[config.mk]
export PLATFORM = sky130hd
export DESIGN_NAME = instr_encoder
export DESIGN_NICKNAME = d
export VERILOG_FILES = /design/src/rtl/instr_encoder.sv
export SDC_FILE = /design/constraint.sdc
export NUM_CORES = 1
export LEC_CHECK = 0
export BUFFER_PORTS_ARGS = -buffer_cell sky130_fd_sc_hd__buf_2
export CORE_MARGIN = 3
export CORE_UTILIZATION = 53
export CTS_CLUSTER_DIAMETER = 40
export DETAILED_ROUTE_END_ITERATION = 10
export GPL_TIMING_DRIVEN = 0
export PLACE_DENSITY = 0.88
export SLEW_MARGIN = 20
export SYNTH_ARGS = -nofsm -noshare
export SYNTH_HDL_FRONTEND = slang
export SYNTH_SLANG_ARGS = --single-unit
[constraint.sdc]
create_clock -name clk_i -period 2.3 [get_ports clk_i]
set_clock_uncertainty 0.05 [all_clocks]
set_input_delay 0.23 -clock clk_i [delete_from_list [all_inputs] [get_ports clk_i]]
set_output_delay 0.23 -clock clk_i [all_outputs]
set_load 0.01 [all_outputs]
[src/rtl/instr_encoder.sv]
// instr_encoder: packs RV32I field-level descriptors into machine words and
// writes them to consecutive instruction-memory locations, one word per two
// cycles, with sticky done/error status per load session.
module instr_encoder #(
  parameter int ADDR_WIDTH = 10,
  parameter int BASE_ADDR  = 0,
  parameter int DEPTH      = 1024
) (
  input  logic                  clk_i,
  input  logic                  rst_ni,
  input  logic                  start_i,
  input  logic                  valid_i,
  output logic                  ready_o,
  input  logic [4:0]            kind_i,
  input  logic [4:0]            rd_i,
  input  logic [4:0]            rs1_i,
  input  logic [4:0]            rs2_i,
  input  logic [31:0]           imm_i,
  input  logic                  last_i,
  output logic                  mem_we_o,
  output logic [ADDR_WIDTH-1:0] mem_addr_o,
  output logic [31:0]           mem_wdata_o,
  output logic [ADDR_WIDTH:0]   count_o,
  output logic                  done_o,
  output logic                  error_o
);

  localparam logic [6:0] OP_R      = 7'b0110011;
  localparam logic [6:0] OP_I_ARITH = 7'b0010011;
  localparam logic [6:0] OP_LOAD   = 7'b0000011;
  localparam logic [6:0] OP_STORE  = 7'b0100011;
  localparam logic [6:0] OP_BRANCH = 7'b1100011;
  localparam logic [6:0] OP_JAL    = 7'b1101111;
  localparam logic [6:0] OP_JALR   = 7'b1100111;
  localparam logic [6:0] OP_LUI    = 7'b0110111;
  localparam logic [6:0] OP_AUIPC  = 7'b0010111;

  // The write that brings count_o up to DEPTH happens while count_o holds DEPTH-1.
  localparam logic [ADDR_WIDTH:0]   LAST_COUNT = (ADDR_WIDTH+1)'(DEPTH - 1);
  localparam logic [ADDR_WIDTH-1:0] BASE_PTR   = ADDR_WIDTH'(BASE_ADDR);

  typedef enum logic [2:0] {
    IDLE,
    ACCEPT,
    WRITE,
    DONE,
    ERROR
  } state_t;

  state_t state;
  state_t next_state;

  logic [ADDR_WIDTH-1:0] ptr;
  logic                  last_q;
  logic                  ready_d;
  logic                  we_d;
  logic                  accept;

  logic [31:0] enc_word;
  logic        enc_legal;
  logic [2:0]  arith_f3;
  logic        fits_i;
  logic        fits_b;
  logic        fits_j;
  logic        fits_u;

  assign accept = (state == ACCEPT) && valid_i;

  // Immediate range checks: the value must survive truncation to the format's width.
  always_comb begin
    fits_i = (imm_i[31:11] == {21{imm_i[11]}});
    fits_b = (imm_i[31:12] == {20{imm_i[12]}}) && !imm_i[0];
    fits_j = (imm_i[31:20] == {12{imm_i[20]}}) && !imm_i[0];
    fits_u = (imm_i[11:0] == 12'd0);
  end

  // Combinational packer: builds the machine word and flags descriptors the decoder cannot accept.
  always_comb begin
    enc_word  = 32'd0;
    enc_legal = 1'b0;
    arith_f3  = 3'b000;
    case (kind_i)
      5'd2, 5'd6: arith_f3 = 3'b010;
      5'd3, 5'd7: arith_f3 = 3'b110;
      5'd4, 5'd8: arith_f3 = 3'b111;
      default:    arith_f3 = 3'b000;
    endcase
    case (kind_i)
      5'd0, 5'd1, 5'd2, 5'd3, 5'd4: begin
        enc_word  = {1'b0, (kind_i == 5'd1), 5'b00000, rs2_i, rs1_i, arith_f3, rd_i, OP_R};
        enc_legal = 1'b1;
      end
      5'd5, 5'd6, 5'd7, 5'd8: begin
        enc_word  = {imm_i[11:0], rs1_i, arith_f3, rd_i, OP_I_ARITH};
        enc_legal = fits_i;
      end
      5'd9: begin
        enc_word  = {imm_i[11:0], rs1_i, 3'b010, rd_i, OP_LOAD};
        enc_legal = fits_i;
      end
      5'd10: begin
        enc_word  = {imm_i[11:5], rs2_i, rs1_i, 3'b010, imm_i[4:0], OP_STORE};
        enc_legal = fits_i;
      end
      5'd11, 5'd12: begin
        enc_word  = {imm_i[12], imm_i[10:5], rs2_i, rs1_i, 2'b00, (kind_i == 5'd12),
                     imm_i[4:1], imm_i[11], OP_BRANCH};
        enc_legal = fits_b;
      end
      5'd13: begin
        enc_word  = {imm_i[20], imm_i[10:1], imm_i[11], imm_i[19:12], rd_i, OP_JAL};
        enc_legal = fits_j;
      end
      5'd14: begin
        enc_word  = {imm_i[11:0], rs1_i, 3'b000, rd_i, OP_JALR};
        enc_legal = fits_i;
      end
      5'd15: begin
        enc_word  = {imm_i[31:12], rd_i, OP_LUI};
        enc_legal = fits_u;
      end
      5'd16: begin
        enc_word  = {imm_i[31:12], rd_i, OP_AUIPC};
        enc_legal = fits_u;
      end
      default: begin
        enc_word  = 32'd0;
        enc_legal = 1'b0;
      end
    endcase
  end

  // State register.
  always_ff @(posedge clk_i or negedge rst_ni) begin
    if (!rst_ni) state <= IDLE;
    else         state <= next_state;
  end

  // Next-state logic: start only matters between sessions, overflow only when the word was not the last.
  always_comb begin
    next_state = state;
    case (state)
      IDLE, DONE, ERROR: if (start_i) next_state = ACCEPT;
      ACCEPT: if (valid_i) next_state = enc_legal ? WRITE : ERROR;
      WRITE: begin
        if (last_q)                     next_state = DONE;
        else if (count_o == LAST_COUNT) next_state = ERROR;
        else                            next_state = ACCEPT;
      end
      default: next_state = IDLE;
    endcase
  end

  // Output decode of the upcoming state, so ready_o and mem_we_o come straight from flops.
  always_comb begin
    ready_d = (next_state == ACCEPT);
    we_d    = (next_state == WRITE);
  end

  // Datapath: write pointer, registered memory port, session counters and sticky status.
  always_ff @(posedge clk_i or negedge rst_ni) begin
    if (!rst_ni) begin
      ready_o     <= 1'b0;
      mem_we_o    <= 1'b0;
      mem_addr_o  <= '0;
      mem_wdata_o <= 32'd0;
      count_o     <= '0;
      done_o      <= 1'b0;
      error_o     <= 1'b0;
      ptr         <= BASE_PTR;
      last_q      <= 1'b0;
    end else begin
      ready_o  <= ready_d;
      mem_we_o <= we_d;
      case (state)
        IDLE, DONE, ERROR: begin
          if (start_i) begin
            ptr     <= BASE_PTR;
            count_o <= '0;
            done_o  <= 1'b0;
            error_o <= 1'b0;
          end
        end
        ACCEPT: begin
          if (accept) begin
            if (enc_legal) begin
              mem_addr_o  <= ptr;
              mem_wdata_o <= enc_word;
              last_q      <= last_i;
            end else begin
              error_o <= 1'b1;
            end
          end
        end
        WRITE: begin
          ptr     <= ptr + 1'b1;
          count_o <= count_o + 1'b1;
          if (last_q)                     done_o  <= 1'b1;
          else if (count_o == LAST_COUNT) error_o <= 1'b1;
        end
        default: ;
      endcase
    end
  end

endmodule

==> results by group, run 1 <==
Finish
  – Util after Layout: 68.2%
  – P&R area growth vs syn: 23.1%
  – Layout cells sized above 1: 36.1%
  – # fillers: 594
  – # diodes: 0
  – Layout Nets: 586

CTS
  – CTS H-tree lvls: 3
  – Post-CTS setup repair buffer count: 0
  – Worst skew pair latency: 350 ps
  – CTS tree: yes
  – Clk root buf: clkbuf_8
  – Clock buffer depth: 2
  – Clk sinks: 70
  – Num CTS Buffers: 9
  – Clk pin slew, worst setup/hold paths: 80 ps

GRT
  – Initial antenna violation count: 0
  – Vias in the first global route: 3,640
  – First-pass GRT wire length: 17.7 mm
  – Grt total ovfl: 0
  – Total Routing Usage GR: 25.6%
  – Largest net degree at the start of global routing: 37

Power
  – Comb pwr share: 32.4%
  – Sw Ratio: 32.4%
  – Net switching power figure: 0.00139 W
  – Int Power: 0.00290 W
  – VDD IR max: 448 uV
  – LEAKAGE: 2.57 nW
  – Clock share of power: 26.6%
  – Power per standard cell area: 854 nW/um^2
  – Register share of total power: 41.1%

Floorplan
  – Row count: 31
  – DIE WIDTH: 93.8 um
  – Core outline area: 7370 sq um
  – Num ports: 114
  – Die area: 8800 sq um
  – Initial Utilization: 55.4%
  – Die height: 93.8 um

STA
  – Final Setup Violations: 0
  – Worst rel slew slack: 30.2%
  – Fmax: 468 MHz
  – Post-layout minimum cycle time: 2140 ps
  – Worst Tran Pin Value: 1020 ps
  – Final Cycle Share: 92.8%
  – Post-route setup slack: 165 ps
  – Max Slew Vio Count: 0
  – RSZ-0062 raised after global routing: false
  – Final Hold Fails: 0

Placement
  – RePlAce Congestion: 0.906
  – PortBufs: 109
  – DP Worst Slack: -344 ps
  – Detail Placement HPWL: 8.51 mm

Detailed routing
  – WL/cell: 17.5 um
  – Drt via density: 6.13
  – Initial DRC count: 215
  – DR vias: 3,871
  – 1st-pass router iterations: 5
  – Routed Antenna Nets: 0
  – DRC: 0
  – WL final: 11.1 mm

Worst setup path
  – Crit-path max FO: 10
  – Setup Crit Path Kind: in2reg
  – CP cell instances: buf_2 -> buf_2 -> nor2_1 -> a2111oi_1 -> o21ai_0 -> nor2_2 -> o31ai_4 -> buf_6 -> mux2_4
  – Most frequent cell on the critical path: buf_2
  – Req. time, crit path: 2480 ps
  – Startpoint Class: input pin
  – CP max stage delay: 480 ps
  – CP Data Arrival Time: 2310 ps
  – CP endpoint kind: flop
  – Slowest CP cell: a2111oi_1

Synth
  – Syn Nets: 465
  – FFs w/ async S/R, synth: 100%
  – Mapped Area: 4090 sq um
  – Post-synth cell types: 56
  – Post-synthesis sequential area ratio: 42.9%
  – Ys flop type: dfrtp_1
  – Post-Synthesis Cells: 406
  – Mapped Avg Cell Area: 10.1 sq um
  – Synth warn: 0
  – Register bit total from synthesis: 70
  – Number of enable flip-flop cells after synthesis: 0

Job
  – Max-Cap Viols: 0

Run status
  – Status: finished clean

Min path
  – Hold Crit Class: in2reg
==> timing repair <==
item                       CTS  global route
setup endpoints to repair    0            44
resized for setup            0             5
hold buffers                 1             0
hold endpoints to repair    34             0
==> cell usage in the layout, fill, tap and decap left out, types with 5 or more instances in the layout <==
master / count
mux2i_1: 9
a22o_1: 15
o211ai_1: 5
clkbuf_8: 10
nor4_1: 5
o21ai_0: 29
inv_1: 12
nand3_1: 26
buf_6: 5
nand4_1: 7
nor2b_1: 5
nor2_1: 17
a21oi_1: 15
and3_1: 6
or2_2: 5
mux2_4: 34
nand2_1: 45
dfrtp_1: 68
nor3_1: 11
nand2b_1: 8
buf_2: 112
clkbuf_1: 8
==> final cells by class <==
cell class | instances | area (sq um) | share of cell area (%)
plain buffers | 22 | 129 | 2.56
clock buffers | 10 | 138 | 2.74
clock inverters | 6 | 92.6 | 1.84
inverters | 12 | 45.0 | 0.896
multi-input cells | 301 | 2170 | 43.1
flip-flops and latches | 70 | 1750 | 34.9
well taps | 99 | 124 | 2.46
repair buffers | 111 | 578 | 11.5
==> cell families after synthesis <==
kind of cell             count (synthesis)  share of synthesized area, %
AO/OA/AOI/OAI                           95                          16.1
XOR/XNOR                                 2                         0.429
multiplexers                            46                          15.5
AND/OR/NAND/NOR                        156                          20.1
buffers and inverters                   35                          4.35
flip-flops                              70                          42.9
adder cells (fa/ha/maj)                  2                         0.612
==> power groups by stage <==
stage | Clock [W] | Combinational (W) | Sequential (W)
after floorplan | 0 | 0.000718 | 0.00187
after global routing | 0.00121 | 0.00151 | 0.00181
final | 0.00114 | 0.00139 | 0.00176
after global placement | 0 | 0.00134 | 0.00177
after CTS | 0.00116 | 0.00139 | 0.00176
after detailed placement | 0 | 0.00139 | 0.00178
==> layer usage <==
metal  share of wire (%)  global-route usage (%)
met5                   0                       0
met4                 3.1                    10.8
met3                 8.9                    5.29
met2                  48                    41.8
met1                  40                    32.8
==> cell usage after synthesis, types with 2 or more instances <==
library cell  instances  area [sq um]
a221o_1               4          40.0
or3_1                 3          18.8
nor4_1                5          31.3
a22oi_1               3          22.5
nand3_1              26           130
or4_1                 3          22.5
o21ai_0              29           145
a21oi_1              15          75.1
dfrtp_1              70          1750
a222oi_1              4          40.0
mux2_4               34           510
or4_4                 2          22.5
nand2_1              45           169
mux2i_1               9          90.1
and3_1                6          37.5
nor3_1               12          60.1
ha_1                  2          25.0
o22ai_1               3          18.8
mux2_2                3          33.8
nand2b_1              8          50.1
buf_1                 4          15.0
nor2_1               18          67.6
o22a_1                2          17.5
nand4_1               7          43.8
or2_2                 5          31.3
buf_6                 5          56.3
o31ai_1               3          22.5
nor2b_1               5          31.3
buf_2                 4          20.0
a22o_1               15           131
clkbuf_1              9          33.8
a31oi_1               2          12.5
o211ai_1              5          37.5
nand3b_1              3          22.5
inv_1                12          45.0
==> critical path: cells and delay by family <==
kind                   cells  cell delay, ps
AOI/OAI and AO/OA          3             890
and+or+nand+nor            2             330
muxes                      1             310
buffers and inverters      3             560
==> worst paths after layout <==
check,startpoint,end,slack (ps),cells past startpoint
setup reg to reg,state[2]$_DFF_PN0_,ptr[9]$_DFFE_PN0P_,190,6
hold / removal,last_i,last_q$_DFFE_PN0P_,70,2
hold reg to reg,ptr[9]$_DFFE_PN0P_,ptr[9]$_DFFE_PN0P_,440,1
max in group asynchronous,rst_ni,mem_wdata_o[22]$_DFFE_PN0P_,1310,3
setup / recovery,kind_i[3],mem_wdata_o[18]$_DFFE_PN0P_,160,9
min in group asynchronous,rst_ni,count_o[5]$_DFFE_PN0P_,330,2
==> per-stage QoR <==
| step | hold slack, ps | instance area, sq um | std cells | setup TNS, ps | total power [W] |
|---|---|---|---|---|---|
| final | 65.7 | 5030 | 631 | 0 | 0.00429 |
| after CTS | 56.7 | 5020 | 632 | 0 | 0.00431 |
| after detailed placement | 163 | 4780 | 615 | -12670 | 0.00317 |
| after global placement | 419 | 4760 | 614 | -10170 | 0.00311 |
| after floorplan | -116 | 4090 | 406 | 0 | 0.00259 |
| after global routing | 57.9 | 5030 | 631 | 0 | 0.00453 |
==> flip-flops by register name, indices dropped and copies added (netlist names), 3 cells and up <==
signal,flops
mem_wdata_o,31
count_o,11
mem_addr_o,10
ptr,10
state,3
(Power assumes the default switching activity.)
==> inputs of run 2 (changes only) <==
--- a/config.mk
+++ b/config.mk
@@ -11,7 +11,7 @@
 export CTS_CLUSTER_DIAMETER = 40
 export DETAILED_ROUTE_END_ITERATION = 10
 export GPL_TIMING_DRIVEN = 0
-export PLACE_DENSITY = 0.88
+export PLACE_DENSITY = 0.81
 export SLEW_MARGIN = 20
 export SYNTH_ARGS = -nofsm -noshare
 export SYNTH_HDL_FRONTEND = slang
==> run 2 against run 1 <==
Final area grew 0.45%. Worst setup slack lost 75 ps. Power grew 2.3%. Cell count is the same. Combinational power is essentially flat. Die area is the same. Clock power grew 8%. Register-to-register slack is essentially flat. Critical path type unchanged. Highest routed layer unchanged.
==> results by group, run 2 (synthesis gave the netlist of run 1 again) <==
Power
  – Register share of total power: 40.4% (was 41.1%)
  – Int Power: 0.00298 W (was 0.00290 W)
  – LEAKAGE: 2.59 nW (was 2.57 nW)
  – Power per standard cell area: 869 nW/um^2 (was 854 nW/um^2)
  – Comb pwr share: 31.7% (was 32.4%)
  – VDD IR max: 403 uV (was 448 uV)
  – Sw Ratio: 32.1% (was 32.4%)
  – Net switching power figure: 0.00141 W (was 0.00139 W)
  – Clock share of power: 27.9% (was 26.6%)

Worst setup path
  – Slowest CP cell: nor3_1 (was a2111oi_1)
  – Startpoint Class: input pin (unchanged)
  – Crit-path max FO: 10 (unchanged)
  – CP max stage delay: 560 ps (was 480 ps)
  – CP Data Arrival Time: 2380 ps (was 2310 ps)
  – Req. time, crit path: 2470 ps (was 2480 ps)
  – Setup Crit Path Kind: in2reg (unchanged)
  – CP cell instances: buf_2 -> buf_2 -> nand2_1 -> nor3_1 -> o2111ai_1 -> nand2_1 -> o31ai_4 -> buf_6 -> mux2_4 (was buf_2 -> buf_2 -> nor2_1 -> a2111oi_1 -> o21ai_0 -> nor2_2 -> o31ai_4 -> buf_6 -> mux2_4)
  – CP endpoint kind: flop (unchanged)

Finish
  – Most frequent cells in the layout: buf_2, dfrtp_1, nand2_1, mux2_4, o21ai_0 (unchanged)
  – Layout Nets: 586 (unchanged)
  – P&R area growth vs syn: 23.6% (was 23.1%)
  – # diodes: 0 (unchanged)
  – Fin area: 5050 sq um (was 5030 sq um)
  – Max reg flops: 31 (unchanged)
  – Most common cell after layout, fill and taps aside: buf_2 (unchanged)
  – Layout cells sized above 1: 35.7% (was 36.1%)
  – Reg with most FFs: mem_wdata_o (unchanged)
  – Top Registers: mem_wdata_o (31), count_o (11) (unchanged)

Detailed routing
  – Routed Antenna Nets: 0 (unchanged)
  – WL/cell: 18.2 um (was 17.5 um)
  – Initial DRC count: 246 (was 215)
  – DRC: 0 (unchanged)
  – 1st-pass router iterations: 6 (was 5)
  – Drt via density: 6.02 (was 6.13)
  – DR vias: 3,798 (was 3,871)
  – WL final: 11.5 mm (was 11.1 mm)

CTS
  – Num CTS Buffers: 9 (unchanged)
  – Clk root buf: clkbuf_8 (unchanged)
  – Clock buffer depth: 2 (unchanged)
  – Clk sinks: 70 (unchanged)
  – Clk pin slew, worst setup/hold paths: 80 ps (about the same)
  – CTS H-tree lvls: 3 (unchanged)
  – Worst skew pair latency: 340 ps (was 350 ps)
  – Post-CTS setup repair buffer count: 0 (unchanged)
  – CTS tree: yes (unchanged)

Placement
  – PortBufs: 109 (unchanged)
  – Placed Area: 4790 sq um (was 4780 sq um)
  – RePlAce Congestion: 0.951 (was 0.906)
  – Detail Placement HPWL: 8.56 mm (was 8.51 mm)

Min path
  – Hold Crit Class: in2reg (unchanged)

Floorplan
  – DIE WIDTH: 93.8 um (unchanged)
  – Core outline area: 7370 sq um (unchanged)
  – Num ports: 114 (unchanged)
  – Die area: 8800 sq um (unchanged)
  – Initial Utilization: 55.4% (unchanged)
  – Die height: 93.8 um (unchanged)
  – Row count: 31 (unchanged)

GRT
  – Initial antenna violation count: 0 (unchanged)
  – Largest net degree at the start of global routing: 54 (was 37)
  – First-pass GRT wire length: 17.8 mm (was 17.7 mm)
  – Vias in the first global route: 3,663 (was 3,640)
  – Grt total ovfl: 0 (unchanged)
  – Total Routing Usage GR: 25.9% (was 25.6%)

STA
  – Final Hold Fails: 0 (unchanged)
  – Fmax: 452 MHz (was 468 MHz)
  – RSZ-0062 raised after global routing: false (unchanged)
  – Final Setup Violations: 0 (unchanged)
  – Setup_tns: 0 ps (unchanged)
  – Worst Tran Pin Value: 772 ps (was 1020 ps)
  – Final Cycle Share: 96.1% (was 92.8%)
  – Worst rel slew slack: 48.4% (was 30.2%)
  – Post-layout minimum cycle time: 2210 ps (was 2140 ps)
  – Max Slew Vio Count: 0 (unchanged)

Job
  – Max-Cap Viols: 0 (unchanged)

Run status
  – Status: finished clean (unchanged)
## run 2: routing by layer
layer | up-vias | wire length, um | track usage, %
met4 | 0 | 227 | 11.1
li1 | 1754 | - | -
met3 | 22 | 971 | 4.41
met2 | 208 | 5510 | 41.6
met5 | - | 0 | 0
met1 | 1814 | 4770 | 34.4
## run 2: worst max-delay path: cells and delay by family
family,cells,cell delay [ps]
simple gates,3,850
compound gates,2,440
buf+inv,3,550
mux,1,310
## run 2: timing repair
action,in CTS,in global routing
hold endpoints to repair,17,0
gates resized for setup,1,3
hold buffers,1,0
endpoints found under the setup margin,1,3
## run 2: power groups by stage
stage               clock network (W)  registers [W]  logic, W
finish                        0.00123        0.00177   0.00139
global route                  0.00130        0.00181   0.00151
detailed placement                  0        0.00178   0.00139
floorplan                           0        0.00187  0.000718
global placement                    0        0.00177   0.00135
CTS                           0.00125        0.00177   0.00139
## run 2: stage by stage
step	hold WS, ps	utilization (%)	worst slack (ps)	instances	power, W
6_report	92.6	68.5	89.4	631	0.00439
5_1_grt	80.1	68.5	37.1	631	0.00462
4_1_cts	74.2	68.4	58.1	631	0.00441
3_5_place_dp	74.3	64.9	-186	615	0.00317
3_3_place_gp	419	64.5	-191	614	0.00312
2_1_floorplan	-116	-	232	406	0.00259
## run 2: final cells by class
cell class / instances / area [sq um]
clock inverter: 7 / 120
timing repair buffer: 111 / 586
sequential: 70 / 1750
tap: 99 / 124
buffer: 22 / 129
inverter: 12 / 45.0
fill: 626 / 2320
clock buffer: 9 / 124
multi-input combinational: 301 / 2170
## run 2: final timing paths
check | cells past startpoint | slack [ps] | to | start
max | 9 | 90 | mem_addr_o[6]$_DFFE_PN0P_ | kind_i[3]
min | 2 | 90 | last_q$_DFFE_PN0P_ | last_i
max reg2reg | 6 | 190 | ptr[9]$_DFFE_PN0P_ | state[2]$_DFF_PN0_
min reg2reg | 1 | 440 | ptr[9]$_DFFE_PN0P_ | ptr[9]$_DFFE_PN0P_
max in group asynchronous | 3 | 1420 | mem_wdata_o[24]$_DFFE_PN0P_ | rst_ni
min in group asynchronous | 2 | 250 | ready_o$_DFF_PN0_ | rst_ni
